### src/rtl/fifo_packet_scheduler_pkg.sv
// rtl/fifo_packet_scheduler_pkg.sv - shared state encodings and status word layout
package fifo_packet_scheduler_pkg;

    localparam int STATE_W = 3;

    localparam logic [2:0] ST_IDLE   = 3'd0;
    localparam logic [2:0] ST_ARB    = 3'd1;
    localparam logic [2:0] ST_HDR    = 3'd2;
    localparam logic [2:0] ST_RD     = 3'd3;
    localparam logic [2:0] ST_LATCH  = 3'd4;
    localparam logic [2:0] ST_BYTES  = 3'd5;
    localparam logic [2:0] ST_STATUS = 3'd6;

    localparam int STATUS_W       = 96;
    localparam int STATUS_MAC_LSB = 48;
    localparam int STATUS_IP_LSB  = 16;
    localparam int STATUS_LEN_LSB = 0;

    // Status word consumed by the UDP TX path: {mac, ip, byte_len}
    function automatic logic [STATUS_W-1:0] pack_status(
        input logic [47:0] mac,
        input logic [31:0] ip,
        input logic [15:0] len
    );
        logic [STATUS_W-1:0] s;
        s = '0;
        s[STATUS_MAC_LSB +: 48] = mac;
        s[STATUS_IP_LSB +: 32]  = ip;
        s[STATUS_LEN_LSB +: 16] = len;
        return s;
    endfunction

endpackage

### src/rtl/fifo_packet_scheduler_rr_arbiter_onehot.sv
// rtl/fifo_packet_scheduler_rr_arbiter_onehot.sv - round-robin one-hot grant from request vector and pointer
module rr_arbiter_onehot #(
    parameter int N = 7
) (
    input  logic [N-1:0] req,
    input  logic [7:0]   ptr,
    output logic [N-1:0] grant,
    output logic [7:0]   index,
    output logic         valid
);

    // First pass searches ptr..N-1, second pass wraps to 0..ptr-1
    always_comb begin
        grant = '0;
        index = 8'd0;
        valid = 1'b0;
        for (int i = 0; i < N; i++) begin
            if (!valid && req[i] && (i >= int'(ptr))) begin
                grant[i] = 1'b1;
                index    = 8'(i);
                valid    = 1'b1;
            end
        end
        for (int i = 0; i < N; i++) begin
            if (!valid && req[i]) begin
                grant[i] = 1'b1;
                index    = 8'(i);
                valid    = 1'b1;
            end
        end
    end

endmodule

### src/rtl/fifo_packet_scheduler.sv
// rtl/fifo_packet_scheduler.sv - round-robin drain of sample FIFOs into UDP TX data/status FIFOs
module fifo_packet_scheduler
    import fifo_packet_scheduler_pkg::*;
#(
    parameter int nOfFifos           = 7,
    parameter int FIFO_LENGTH        = 16,
    parameter int SAMPLES_PER_PACKET = 64
) (
    input  logic                            clk,
    input  logic                            reset_n,
    input  logic                            enable,
    input  logic [47:0]                     destination_mac,
    input  logic [31:0]                     destination_ip,
    output logic [nOfFifos-1:0]             rdreq_fifo,
    input  logic [nOfFifos*FIFO_LENGTH-1:0] rddata_fifo,
    input  logic [nOfFifos-1:0]             rdempty_fifo,
    output logic [7:0]                      tx_fifo_data,
    output logic                            tx_fifo_data_write,
    input  logic                            tx_fifo_data_full,
    output logic [95:0]                     tx_fifo_status,
    output logic                            tx_fifo_status_write,
    input  logic                            tx_fifo_status_full,
    output logic                            busy,
    output logic [31:0]                     packets_sent
);

    localparam int BYTES_PER_SAMPLE = FIFO_LENGTH / 8;

    logic [STATE_W-1:0]     state;
    logic [7:0]             rr_ptr;
    logic [7:0]             grant_idx;
    logic [nOfFifos-1:0]    grant_oh;
    logic [47:0]            mac_q;
    logic [31:0]            ip_q;
    logic [15:0]            byte_len;
    logic [7:0]             sample_cnt;
    logic [3:0]             byte_cnt;
    logic [FIFO_LENGTH-1:0] shreg;

    logic [nOfFifos-1:0]    arb_grant;
    logic [7:0]             arb_index;
    logic                   arb_valid;
    logic [FIFO_LENGTH-1:0] granted_data;
    logic                   granted_empty;
    logic                   last_byte;
    logic                   more_samples;

    rr_arbiter_onehot #(.N(nOfFifos)) u_arb (
        .req   (~rdempty_fifo),
        .ptr   (rr_ptr),
        .grant (arb_grant),
        .index (arb_index),
        .valid (arb_valid)
    );

    // Route the granted FIFO's data slice and empty flag
    always_comb begin
        granted_data  = '0;
        granted_empty = 1'b1;
        for (int i = 0; i < nOfFifos; i++) begin
            if (grant_oh[i]) begin
                granted_data  = rddata_fifo[i*FIFO_LENGTH +: FIFO_LENGTH];
                granted_empty = rdempty_fifo[i];
            end
        end
    end

    // Strobes are combinational on the full flags so a full cycle never loses a byte
    assign tx_fifo_data_write   = ((state == ST_HDR) || (state == ST_BYTES)) && !tx_fifo_data_full;
    assign tx_fifo_data         = (state == ST_HDR)   ? grant_idx :
                                  (state == ST_BYTES) ? shreg[FIFO_LENGTH-1 -: 8] : 8'h00;
    assign tx_fifo_status_write = (state == ST_STATUS) && !tx_fifo_status_full;
    assign tx_fifo_status       = pack_status(mac_q, ip_q, byte_len);
    assign rdreq_fifo           = (state == ST_RD) ? grant_oh : '0;
    assign busy                 = (state != ST_IDLE);
    assign last_byte            = (byte_cnt == 4'd1);
    assign more_samples         = (sample_cnt < 8'(SAMPLES_PER_PACKET)) && !granted_empty;

    // Packet FSM with inline MSB-first byte serializer
    always_ff @(posedge clk or negedge reset_n) begin
        if (!reset_n) begin
            state        <= ST_IDLE;
            rr_ptr       <= 8'd0;
            grant_idx    <= 8'd0;
            grant_oh     <= '0;
            mac_q        <= 48'd0;
            ip_q         <= 32'd0;
            byte_len     <= 16'd0;
            sample_cnt   <= 8'd0;
            byte_cnt     <= 4'd0;
            shreg        <= '0;
            packets_sent <= 32'd0;
        end else begin
            case (state)
                ST_IDLE: begin
                    if (enable && (destination_ip != 32'd0) && !tx_fifo_status_full && !(&rdempty_fifo))
                        state <= ST_ARB;
                end
                ST_ARB: begin
                    if (arb_valid) begin
                        grant_oh   <= arb_grant;
                        grant_idx  <= arb_index;
                        mac_q      <= destination_mac;
                        ip_q       <= destination_ip;
                        sample_cnt <= 8'd0;
                        byte_len   <= 16'd0;
                        state      <= ST_HDR;
                    end else begin
                        state <= ST_IDLE;
                    end
                end
                ST_HDR: begin
                    if (!tx_fifo_data_full) begin
                        byte_len <= 16'd1;
                        state    <= ST_RD;
                    end
                end
                ST_RD: state <= ST_LATCH;
                ST_LATCH: begin
                    shreg      <= granted_data;
                    sample_cnt <= sample_cnt + 8'd1;
                    byte_cnt   <= 4'(BYTES_PER_SAMPLE);
                    state      <= ST_BYTES;
                end
                ST_BYTES: begin
                    if (!tx_fifo_data_full) begin
                        shreg    <= shreg << 8;
                        byte_len <= byte_len + 16'd1;
                        byte_cnt <= byte_cnt - 4'd1;
                        if (last_byte)
                            state <= more_samples ? ST_RD : ST_STATUS;
                    end
                end
                ST_STATUS: begin
                    if (!tx_fifo_status_full) begin
                        packets_sent <= packets_sent + 32'd1;
                        rr_ptr       <= (grant_idx == 8'(nOfFifos - 1)) ? 8'd0 : grant_idx + 8'd1;
                        state        <= ST_IDLE;
                    end
                end
                default: state <= ST_IDLE;
            endcase
        end
    end

endmodule
### config.mk
export PLATFORM = sky130hd
export DESIGN_NAME = fifo_packet_scheduler
export DESIGN_NICKNAME = d
export VERILOG_FILES = /design/src/rtl/fifo_packet_scheduler_pkg.sv /design/src/rtl/fifo_packet_scheduler_rr_arbiter_onehot.sv /design/src/rtl/fifo_packet_scheduler.sv
export SDC_FILE = /design/constraint.sdc
export NUM_CORES = 1
export LEC_CHECK = 0
export CAP_MARGIN = 20
export CORE_MARGIN = 3
export CORE_UTILIZATION = 30
export DETAILED_ROUTE_END_ITERATION = 12
export SYNTH_ARGS = -nofsm -noshare
export SYNTH_HDL_FRONTEND = slang
export SYNTH_SLANG_ARGS = --single-unit
### constraint.sdc
create_clock -name clk -period 4.8 [get_ports clk]
set_input_delay 0.72 -clock clk [delete_from_list [all_inputs] [get_ports clk]]
set_output_delay 0.72 -clock clk [all_outputs]
set_load 0.02 [all_outputs]
==> key figures, run 1 <==
Outcome
  – Outcome: complete, no violations

Clocking
  – Clock Pin Slew Worst Setup and Hold Paths: 80 ps
  – Bufs on Longest Clock Path: 2
  – Clock sinks: 173
  – Post-CTS setup buffers: 0
  – CTS root buffer: clkbuf_16
  – Worst skew pair latency: 430 ps
  – Hold_buf cts: 0
  – Cts repair resizes: 0
  – H-tree Lvls: 4
  – Inserted Clock Buffers: 17
  – CTS tree: done

Setup path
  – R2R Path End: shreg[3]
  – Critical Path RT: 4080 ps
  – Critical Path Source Type: primary input
  – FF-to-FF Start: grant_oh[1]
  – Arrival @ worst endpoint: 2600 ps
  – Crit path capture type: output port
  – Reg2Reg Depth: 5
  – CP Max Fanout: 16
  – CP max stage cell: clkdlybuf4s50_1
  – FF-to-FF setup slack: 2300 ps
  – Top cell by count, worst path: clkdlybuf4s50_1
  – Critical path cell sequence: clkdlybuf4s50_1, and4bb_2, clkdlybuf4s50_1
  – CP Class: in -> out
  – Slowest stage delay, CP: 720 ps
  – CP startpoint: tx_fifo_status_full
  – CP Capture Point: tx_fifo_status_write

Floorplan
  – Die width: 178 µm
  – Height of the die: 178 µm
  – IO Pins: 350
  – Core ar.: 28900 µm²
  – Initial core utilization: 30.7%
  – Die Area: 31700 µm²
  – Row count: 62

STA
  – Final Max Tran Viols: 0
  – Fmax: 301 MHz
  – Hold Violations, Final: 0
  – RSZ-0062 raised after global routing: no
  – Worst-Margin Slew: 1110 ps
  – Clock Skew: 13.3 ps
  – Final min period: 3320 ps
  – Setup TNS: 0 ps
  – Final setup fails: 0
  – Worst setup margin: 1480 ps
  – Slew HR: 25.5%
  – Tcrit/Tclk final: 69.1%

Global route
  – Antenna violations before repair: 0
  – Vias in the first global route: 8286
  – GR Overflow Total: 0
  – Largest net degree at the start of global routing: 109
  – Gr usage total: 18.7%
  – First-pass GRT wire length: 46900 µm

Worst hold path
  – Worst hold path type: in -> async

Placement
  – Setup WS pre-CTS: 1450 ps
  – DP Wirelength: 22400 µm
  – Buffers on Ports: 349
  – Dpl cell area: 12600 µm²
  – RePlAce Congestion: 0.873

Logic synthesis
  – Ys async rst share: 100%
  – Netlist cell types: 65
  – EDFF count, synth: 0
  – Synth Area per Inst: 8.64 µm²
  – Yosys warnings: 0
  – Top cells by area, synth: dfrtp_1 (49%), nand2_1 (13%), a21oi_1 (3.7%)
  – Synth Flop Type: dfrtp_1
  – Sequential area share after synthesis: 48.8%
  – Synth Net Count: 1236
  – Most frequent cells after synthesis: nand2_1 (300), dfrtp_1 (173), a21oi_1 (65)
  – Yosys top cell area share: 48.8%
  – Count leader, synth: nand2_1
  – Synth Instances: 1027
  – Cell taking the most area after synthesis: dfrtp_1
  – Flops & latches, synth: 173
  – Cell Area, Synth: 8870 µm²

Routing
  – Met2 wire len: 13800 µm
  – Met1 wire length: 13600 µm
  – Wirelength, routed: 30000 µm
  – DRC viols: 0
  – Drt pass-1 iters: 5
  – Vias per cell: 4.92
  – Detail Route Antenna Nets: 0
  – Top Layer Used: met4
  – Via count: 8534
  – Initial DRC count: 597
  – Met3 routed WL: 2050 µm
  – Routed len/inst: 17.3 µm

Layout
  – # diodes: 0
  – Share of layout cells above drive strength 1: 4.14%
  – Final net count: 1548
  – Design area: 13200 µm²
  – Fillers: 2758
  – Synth-to-layout area growth: 49.0%

Pwr
  – VDD IR max: 0.295 mV
  – Leak Pwr: 5.73 nW
  – Final Total Pwr: 7.42 mW
  – Pwr dens: 562 nW/µm²

Job
  – Max-cap violations: 0
[logic make-up (layout without fill, tap and decap cells)]
group / after synthesis / after routing / share of synthesized area (%)
muxes: 5 / 5 / 0.606
AOI/OAI and AO/OA: 215 / 215 / 15.7
adders and majority gates: 5 / 5 / 0.705
DFF: 173 / 173 / 48.8
buffers and inverters: 91 / 416 / 4.70
xor gates and xnor gates: 35 / 35 / 3.46
and+or+nand+nor: 503 / 503 / 26.0
[routing by layer]
metal	vias to the layer above	GRT usage, %
met5	-	0
met3	38	4.79
met1	4092	26.2
li1	4160	-
met4	0	5.07
met2	244	28.7
[cell usage in the layout, fill, tap and decap left out, drive strengths merged, types with 6 or more instances in the layout]
cell	netlist	routed
clkdlybuf4s50	0	348
nand2	300	300
dfrtp	173	173
a21oi	65	65
o21ai	58	58
nor2	53	53
inv	24	32
nand3	27	27
xnor2	25	25
clkbuf	29	18
a221oi	16	16
nor3	16	16
nand4	16	16
and3	15	15
and2	14	14
nor4	14	14
nor2b	13	13
buf	37	11
nand3b	10	10
xor2	10	10
o21a	10	10
a211oi	9	9
a22oi	9	9
a221o	8	8
o221ai	8	8
a31oi	6	6
clkinv	1	6
[registers in the layout (all words and copies together), names as in the netlist, 4 cells and up]
name          flops
mac_q            48
ip_q             32
packets_sent     32
byte_len         16
shreg            16
sample_cnt        8
grant_oh          7
byte_cnt          4
rr_ptr            4
[where the power goes]
part / internal [mW] / leakage [nW] / total (mW) / switching [mW]
sequential: 1.98 / 2.21 / 2.45 / 0.471
clock: 0.709 / 0.287 / 1.37 / 0.659
combinational: 1.54 / 3.24 / 3.61 / 2.07
total: 4.23 / 5.73 / 7.42 / 3.20
[stage by stage]
step / utilization (%) / hold WS [ps] / instances
floorplan: - / 424 / 1027
global placement: 43.6 / 457 / 1703
detailed placement: 43.6 / 461 / 1703
CTS: 45.6 / 452 / 1735
global route: 45.7 / 80.2 / 1736
finish: 45.7 / 98.8 / 1736
[worst max-delay path: cells and delay by family]
kind / cells / cell delay [ps]
AND/OR/NAND/NOR: 1 / 650
buffers and inverters: 2 / 1220
[layout make-up]
type	instances	area (µm²)	area share [%]
Sequential cell	173	4330	32.7
Multi-Input combinational cell	763	4130	31.2
Timing Repair Buffer	359	3600	27.3
Tap cell	384	480	3.63
Clock buffer	18	439	3.32
Clock inverter	14	145	1.10
Inverter	25	93.8	0.710
[worst min-delay path by stage]
stage,from,to,cells past startpoint
after floorplan,reset_n,byte_cnt[0],0
after global placement,mac_q[20],mac_q[20],2
after detailed placement,mac_q[20],mac_q[20],2
after CTS,reset_n,shreg[3],1
after global routing,reset_n,shreg[3],1
final,reset_n,shreg[3],1
Power figures use the tool's default switching activity.
==> inputs of run 2 (changes only) <==
clock period = 3.1 ns   (was 4.8 ns; I/O delays follow)
==> key figures, run 2 (same netlist as run 1, synthesis figures left out) <==
Floorplan
  – Die Area: 31700 µm² (unchanged)
  – Height of the die: 178 µm (unchanged)
  – Row count: 62 (unchanged)
  – IO Pins: 350 (unchanged)
  – Initial core utilization: 30.7% (unchanged)
  – Die width: 178 µm (unchanged)
  – Core ar.: 28900 µm² (unchanged)

STA
  – Final setup fails: 0 (unchanged)
  – Final min period: 2800 ps
  – Hold Violations, Final: 0 (unchanged)
  – Fmax: 358 MHz
  – RSZ-0062 raised after global routing: no (unchanged)
  – Slew HR: 42.0% (was 25.5%)
  – Final Max Tran Viols: 0 (unchanged)
  – Worst-Margin Slew: 871 ps (was 1110 ps)
  – Tcrit/Tclk final: 90.2%
  – Worst hold slack: 36.3 ps (was 98.8 ps)
  – Clock Skew: 15.2 ps (was 13.3 ps)
  – Setup TNS: 0 ps (unchanged)

Routing
  – Wirelength, routed: 30200 µm (was 30000 µm)
  – Initial DRC count: 743 (was 597)
  – Detail Route Antenna Nets: 0 (unchanged)
  – Routed len/inst: 17.3 µm (about the same)
  – DRC viols: 0 (unchanged)
  – Via count: 8579 (was 8534)
  – Vias per cell: 4.90 (was 4.92)
  – Drt pass-1 iters: 5 (unchanged)

Layout
  – Most flop-heavy register: mac_q (unchanged)
  – Commonest non-fill, non-tap cell in the layout: clkdlybuf4s50_1 (unchanged)
  – FF/Latch Area: 4330 µm² (unchanged)
  – Max FFs per register: 48 (unchanged)
  – Footprint of the multi-input gates: 4130 µm² (about the same)
  – Design area: 13400 µm² (was 13200 µm²)
  – Share of layout cells above drive strength 1: 5.06% (was 4.14%)
  – Final net count: 1560 (was 1548)
  – Synth-to-layout area growth: 50.6% (was 49.0%)
  – Most frequent cells in the layout: clkdlybuf4s50_1 (348), nand2_1 (300), dfrtp_1 (173) (unchanged)
  – Fillers: 2771 (was 2758)
  – Top Registers: mac_q x48, ip_q x32, packets_sent x32 (unchanged)

Job
  – Max-cap violations: 0 (unchanged)

Pwr
  – Sw Ratio: 42.9% (was 43.1%)
  – Switching power: 5.01 mW (was 3.20 mW)
  – Leak Pwr: 5.81 nW (was 5.73 nW)
  – Pwr dens: 873 nW/µm² (was 562 nW/µm²)
  – Final Total Pwr: 11.7 mW (was 7.42 mW)
  – Int Pwr: 6.66 mW (was 4.23 mW)
  – Clk pwr share: 18.6% (was 18.4%)
  – VDD IR max: 0.465 mV (was 0.295 mV)
  – Sequential share of power: 32.0% (was 32.9%)
  – Combinational share of power: 49.5% (was 48.6%)

Setup path
  – CP Class: reg -> out (was in -> out)
  – Crit path capture type: output port (unchanged)
  – Arrival @ worst endpoint: 2330 ps (was 2600 ps)
  – Critical Path Source Type: flip-flop (was primary input)
  – CP Max Fanout: 16 (unchanged)
  – Critical Path RT: 2630 ps (was 4080 ps)

Clocking
  – Cts repair resizes: 0 (unchanged)
  – Bufs on Longest Clock Path: 2 (unchanged)
  – Inserted Clock Buffers: 17 (unchanged)
  – CTS tree: done (unchanged)
  – Post-CTS setup buffers: 0 (unchanged)
  – Clock sinks: 173 (unchanged)
  – Worst skew pair latency: 430 ps (about the same)
  – H-tree Lvls: 4 (unchanged)
  – CTS root buffer: clkbuf_16 (unchanged)
  – Clock Pin Slew Worst Setup and Hold Paths: 70 ps (was 80 ps)
  – Hold_buf cts: 0 (unchanged)

Outcome
  – Outcome: complete, no violations (unchanged)

Worst hold path
  – Worst hold path type: in -> async (unchanged)

Placement
  – Dpl cell area: 12700 µm² (was 12600 µm²)
  – Buffers on Ports: 349 (unchanged)
  – DP Wirelength: 22600 µm (was 22400 µm)
  – RePlAce Congestion: 0.893 (was 0.873)

Global route
  – Vias in the first global route: 8305 (was 8286)
  – GR Overflow Total: 0 (unchanged)
  – First-pass GRT wire length: 47300 µm (was 46900 µm)
  – Largest net degree at the start of global routing: 66 (was 109)
  – Antenna violations before repair: 1 (was 0)
  – Gr usage total: 18.9% (was 18.7%)
run 2: cell types whose count changed in the layout (fill, tap and decap cells not counted):
cell | before | now
buf_16 | 1 | 0
buf_12 | 1 | 4
buf_4 | 8 | 18
clkinv_8 | 2 | 5
clkinv_2 | 1 | 0
and3b_2 | 0 | 1
and3b_1 | 3 | 2
inv_6 | 3 | 1
diode_2 | 0 | 3
run 2: cell type report:
class,instances,area share [%]
Sequential cell,173,32.4
Multi-Input combinational cell,763,30.9
Clock inverter,14,1.28
Antenna cell,3,0.0562
Clock buffer,18,3.29
Inverter,25,0.702
Timing Repair Buffer,371,27.8
Tap cell,384,3.60
run 2: final timing paths:
path                           start         endpoint  slack [ps]  cells past startpoint
max reg2reg                 state[2]         shreg[2]         730                      5
max                         state[2]  tx_fifo_data[0]         300                      3
min                          reset_n     byte_len[13]          40                      1
min in group clk           mac_q[46]        mac_q[46]         470                      2
max in group asynchronous    reset_n        mac_q[46]        2380                      2
min reg2reg                mac_q[46]        mac_q[46]         470                      2
run 2: power groups by stage:
stage	logic, mW	clock network, mW	registers [mW]
floorplan	2.85	0	4.19
global placement	5.76	0	3.73
detailed placement	5.79	0	3.74
CTS	5.81	2.24	3.72
global route	6.33	2.35	3.85
finish	5.77	2.17	3.73
run 2: critical path, stage by stage, from the launching register on:
cell and delay (ps):
dfrtp_1 630, and3b_2 450, a22o_1 190, clkdlybuf4s50_1 640
run 2: metal layers:
metal | GRT usage (%) | part of all wire [%]
met1 | 27.2 | 46
met2 | 28.6 | 46
met3 | 4.53 | 6.3
met4 | 4.32 | 1.4
met5 | 0 | 0
run 2: per-stage QoR:
stage	setup WS, ps	util [%]	instances
2_1_floorplan	1200	-	1027
3_3_place_gp	368	44.0	1716
3_5_place_dp	338	44.0	1716
4_1_cts	109	46.1	1748
5_1_grt	151	46.2	1749
6_report	303	46.2	1751
==> inputs of run 3 (changes only) <==
--- a/config.mk
+++ b/config.mk
@@ -10,4 +10,5 @@
 export CORE_UTILIZATION = 30
 export DETAILED_ROUTE_END_ITERATION = 12
+export HOLD_SLACK_MARGIN = 0.15
 export SYNTH_ARGS = -nofsm -noshare
 export SYNTH_HDL_FRONTEND = slang
==> constraint.sdc (replaced) <==
create_clock -name clk -period 3.1 [get_ports clk]
set_input_delay 0.93 -clock clk [delete_from_list [all_inputs] [get_ports clk]]
set_output_delay 0.93 -clock clk [all_outputs]
set_load 0.02 [all_outputs]
==> key figures, run 3 (same netlist as run 1, synthesis figures left out) <==
Floorplan
  – Die Area: 31700 µm² (unchanged)
  – Die width: 178 µm (unchanged)
  – Height of the die: 178 µm (unchanged)
  – Row count: 62 (unchanged)
  – IO Pins: 350 (unchanged)
  – Core ar.: 28900 µm² (unchanged)
  – Initial core utilization: 30.7% (unchanged)

Placement
  – DP Wirelength: 22700 µm (was 22600 µm)
  – RePlAce Congestion: 0.893 (about the same)
  – Dpl cell area: 12900 µm² (was 12700 µm²)
  – Buffers on Ports: 349 (unchanged)

Clocking
  – Hold_buf cts: 0 (unchanged)
  – CTS tree: done (unchanged)
  – CTS root buffer: clkbuf_16 (unchanged)
  – Worst skew pair latency: 430 ps (about the same)
  – Bufs on Longest Clock Path: 2 (unchanged)
  – Inserted Clock Buffers: 17 (unchanged)
  – Clock Pin Slew Worst Setup and Hold Paths: 80 ps (was 70 ps)
  – Clock sinks: 173 (unchanged)
  – H-tree Lvls: 4 (unchanged)

Pwr
  – Leak Pwr: 5.99 nW (was 5.81 nW)
  – Final Total Pwr: 11.8 mW (was 11.7 mW)
  – Sequential share of power: 30.9% (was 32.0%)
  – VDD IR max: 0.572 mV (was 0.465 mV)
  – Combinational share of power: 50.8% (was 49.5%)
  – Sw Ratio: 42.4% (was 42.9%)
  – Clk pwr share: 18.2% (was 18.6%)
  – Pwr dens: 871 nW/µm² (was 873 nW/µm²)
  – Switching power: 5.00 mW (was 5.01 mW)
  – Int Pwr: 6.78 mW (was 6.66 mW)

Layout
  – Fillers: 2812 (was 2771)
  – Commonest non-fill, non-tap cell in the layout: clkdlybuf4s50_1 (unchanged)
  – FF/Latch Area: 4330 µm² (about the same)
  – Max FFs per register: 48 (unchanged)
  – Design area: 13500 µm² (was 13400 µm²)
  – Footprint of the multi-input gates: 4130 µm² (about the same)
  – Top Registers: mac_q x48, ip_q x32, packets_sent x32 (unchanged)
  – Most frequent cells in the layout: clkdlybuf4s50_1 (342), nand2_1 (300), dfrtp_1 (172) (was clkdlybuf4s50_1 (348), nand2_1 (300), dfrtp_1 (173))
  – Share of layout cells above drive strength 1: 6.51% (was 5.06%)
  – Synth-to-layout area growth: 52.5% (was 50.6%)
  – Most flop-heavy register: mac_q (unchanged)
  – # diodes: 0 (was 3)
  – Final net count: 1578 (was 1560)

Setup path
  – CP bufs+invs: 3 (was 1)
  – Reg2Reg Depth: 7 (was 5)
  – CP Capture Point: tx_fifo_status_write (was tx_fifo_data[0])
  – Crit path max-delay family: buffers and inverters (unchanged)
  – Crit path capture type: output port (unchanged)
  – CP startpoint: tx_fifo_status_full (was state[2])
  – Slowest stage delay, CP: 460 ps (was 640 ps)
  – Critical path cell sequence: clkdlybuf4s50_1, and4bb_2, buf_4, buf_12 (was and3b_2, a22o_1, clkdlybuf4s50_1)
  – CP Class: in -> out (was reg -> out)
  – CP max stage cell: clkdlybuf4s50_1 (unchanged)
  – Arrival @ worst endpoint: 2080 ps (was 2330 ps)
  – FF-to-FF Start: state[0] (was state[2])
  – FF-to-FF setup slack: 950 ps (was 730 ps)
  – Critical Path RT: 2170 ps (was 2630 ps)
  – R2R Path End: packets_sent[25] (was shreg[2])
  – CP Max Fanout: 9 (was 16)
  – WP depth: 4 (was 3)
  – Critical Path Source Type: primary input (was flip-flop)

Global route
  – Largest net degree at the start of global routing: 64 (was 66)
  – Gr usage total: 18.9% (about the same)
  – GR Overflow Total: 0 (unchanged)
  – First-pass GRT wire length: 47700 µm (was 47300 µm)
  – Antenna violations before repair: 0 (was 1)
  – Vias in the first global route: 8526 (was 8305)

STA
  – Worst hold slack: 380 ps (was 36.3 ps)
  – Setup TNS: 0 ps (unchanged)
  – Clock Skew: 18.6 ps (was 15.2 ps)
  – RSZ-0062 raised after global routing: no (unchanged)
  – Hold Violations, Final: 0 (unchanged)
  – Slew HR: 52.6% (was 42.0%)
  – Worst-Margin Slew: 707 ps (was 871 ps)
  – Final min period: 3010 ps (was 2800 ps)
  – Tcrit/Tclk final: 97.0% (was 90.2%)
  – Final Max Tran Viols: 0 (unchanged)
  – Fmax: 333 MHz (was 358 MHz)
  – Final setup fails: 0 (unchanged)

Worst hold path
  – Worst hold path type: in -> async (unchanged)

Job
  – Max-cap violations: 0 (unchanged)

Routing
  – Via count: 8639 (was 8579)
  – Initial DRC count: 531 (was 743)
  – Drt pass-1 iters: 5 (unchanged)
  – Wirelength, routed: 30200 µm (about the same)
  – DRC viols: 0 (unchanged)
  – Vias per cell: 4.89 (was 4.90)
  – Routed len/inst: 17.1 µm (was 17.3 µm)
  – Detail Route Antenna Nets: 0 (unchanged)

Outcome
  – Outcome: complete, no violations (unchanged)
run 3: layout make-up:
type,count,share of cell area (%)
clock buffers,19,3.35
inverters,25,0.693
flip-flops and latches,173,32.0
repair buffers,389,28.9
well taps,384,3.55
clock inverters,13,1.03
multi-input cells,763,30.5
run 3: power by group through the flow:
stage / Sequential (mW) / Clock [mW] / Combinational (mW)
floorplan: 4.19 / 0 / 2.85
global placement: 3.65 / 0 / 5.96
detailed placement: 3.66 / 0 / 6.01
CTS: 3.64 / 2.22 / 6.02
global route: 3.76 / 2.31 / 6.57
finish: 3.64 / 2.15 / 5.99
run 3: what timing repair did:
| action | in CTS | in global routing |
|---|---|---|
| endpoints found under the setup margin | 8 | 7 |
| resized for setup | 1 | 7 |
| endpoints found under the hold margin | 0 | 0 |
| buffers inserted | 1 | 1 |
run 3: layer usage:
layer  share of wire [%]  GRT usage [%]
met3                 6.8           4.70
met4                 1.0           3.76
met5                   0              0
met1                  45           27.0
met2                  47           29.3
run 3: worst min-delay path by stage:
| stage | start | endpoint | slack [ps] | cells past startpoint |
|---|---|---|---|---|
| final | reset_n | shreg[14] | 380 | 1 |
| after global routing | reset_n | shreg[14] | 380 | 1 |
| after CTS | reset_n | shreg[14] | 370 | 1 |
| after detailed placement | mac_q[35] | mac_q[35] | 460 | 2 |
| after global placement | ip_q[18] | ip_q[18] | 460 | 2 |
| after floorplan | sample_cnt[2] | sample_cnt[2] | 460 | 1 |
run 3: metrics by stage:
step                      std cells  util, %  setup WS, ps
after detailed placement       1732     44.6          75.0
after global placement         1732     44.6          74.4
after floorplan                1027        -           403
final                          1766     46.8          93.9
after global routing           1766     46.8          36.8
after CTS                      1765     46.7          10.2
run 3: worst register-to-register path: stages (launching register included):
cell	delay, ps
dfrtp_1	410
buf_4	180
and4bb_2	340
buf_4	180
nand4_4	120
nor4_4	480
nand4_1	180
xnor2_1	160
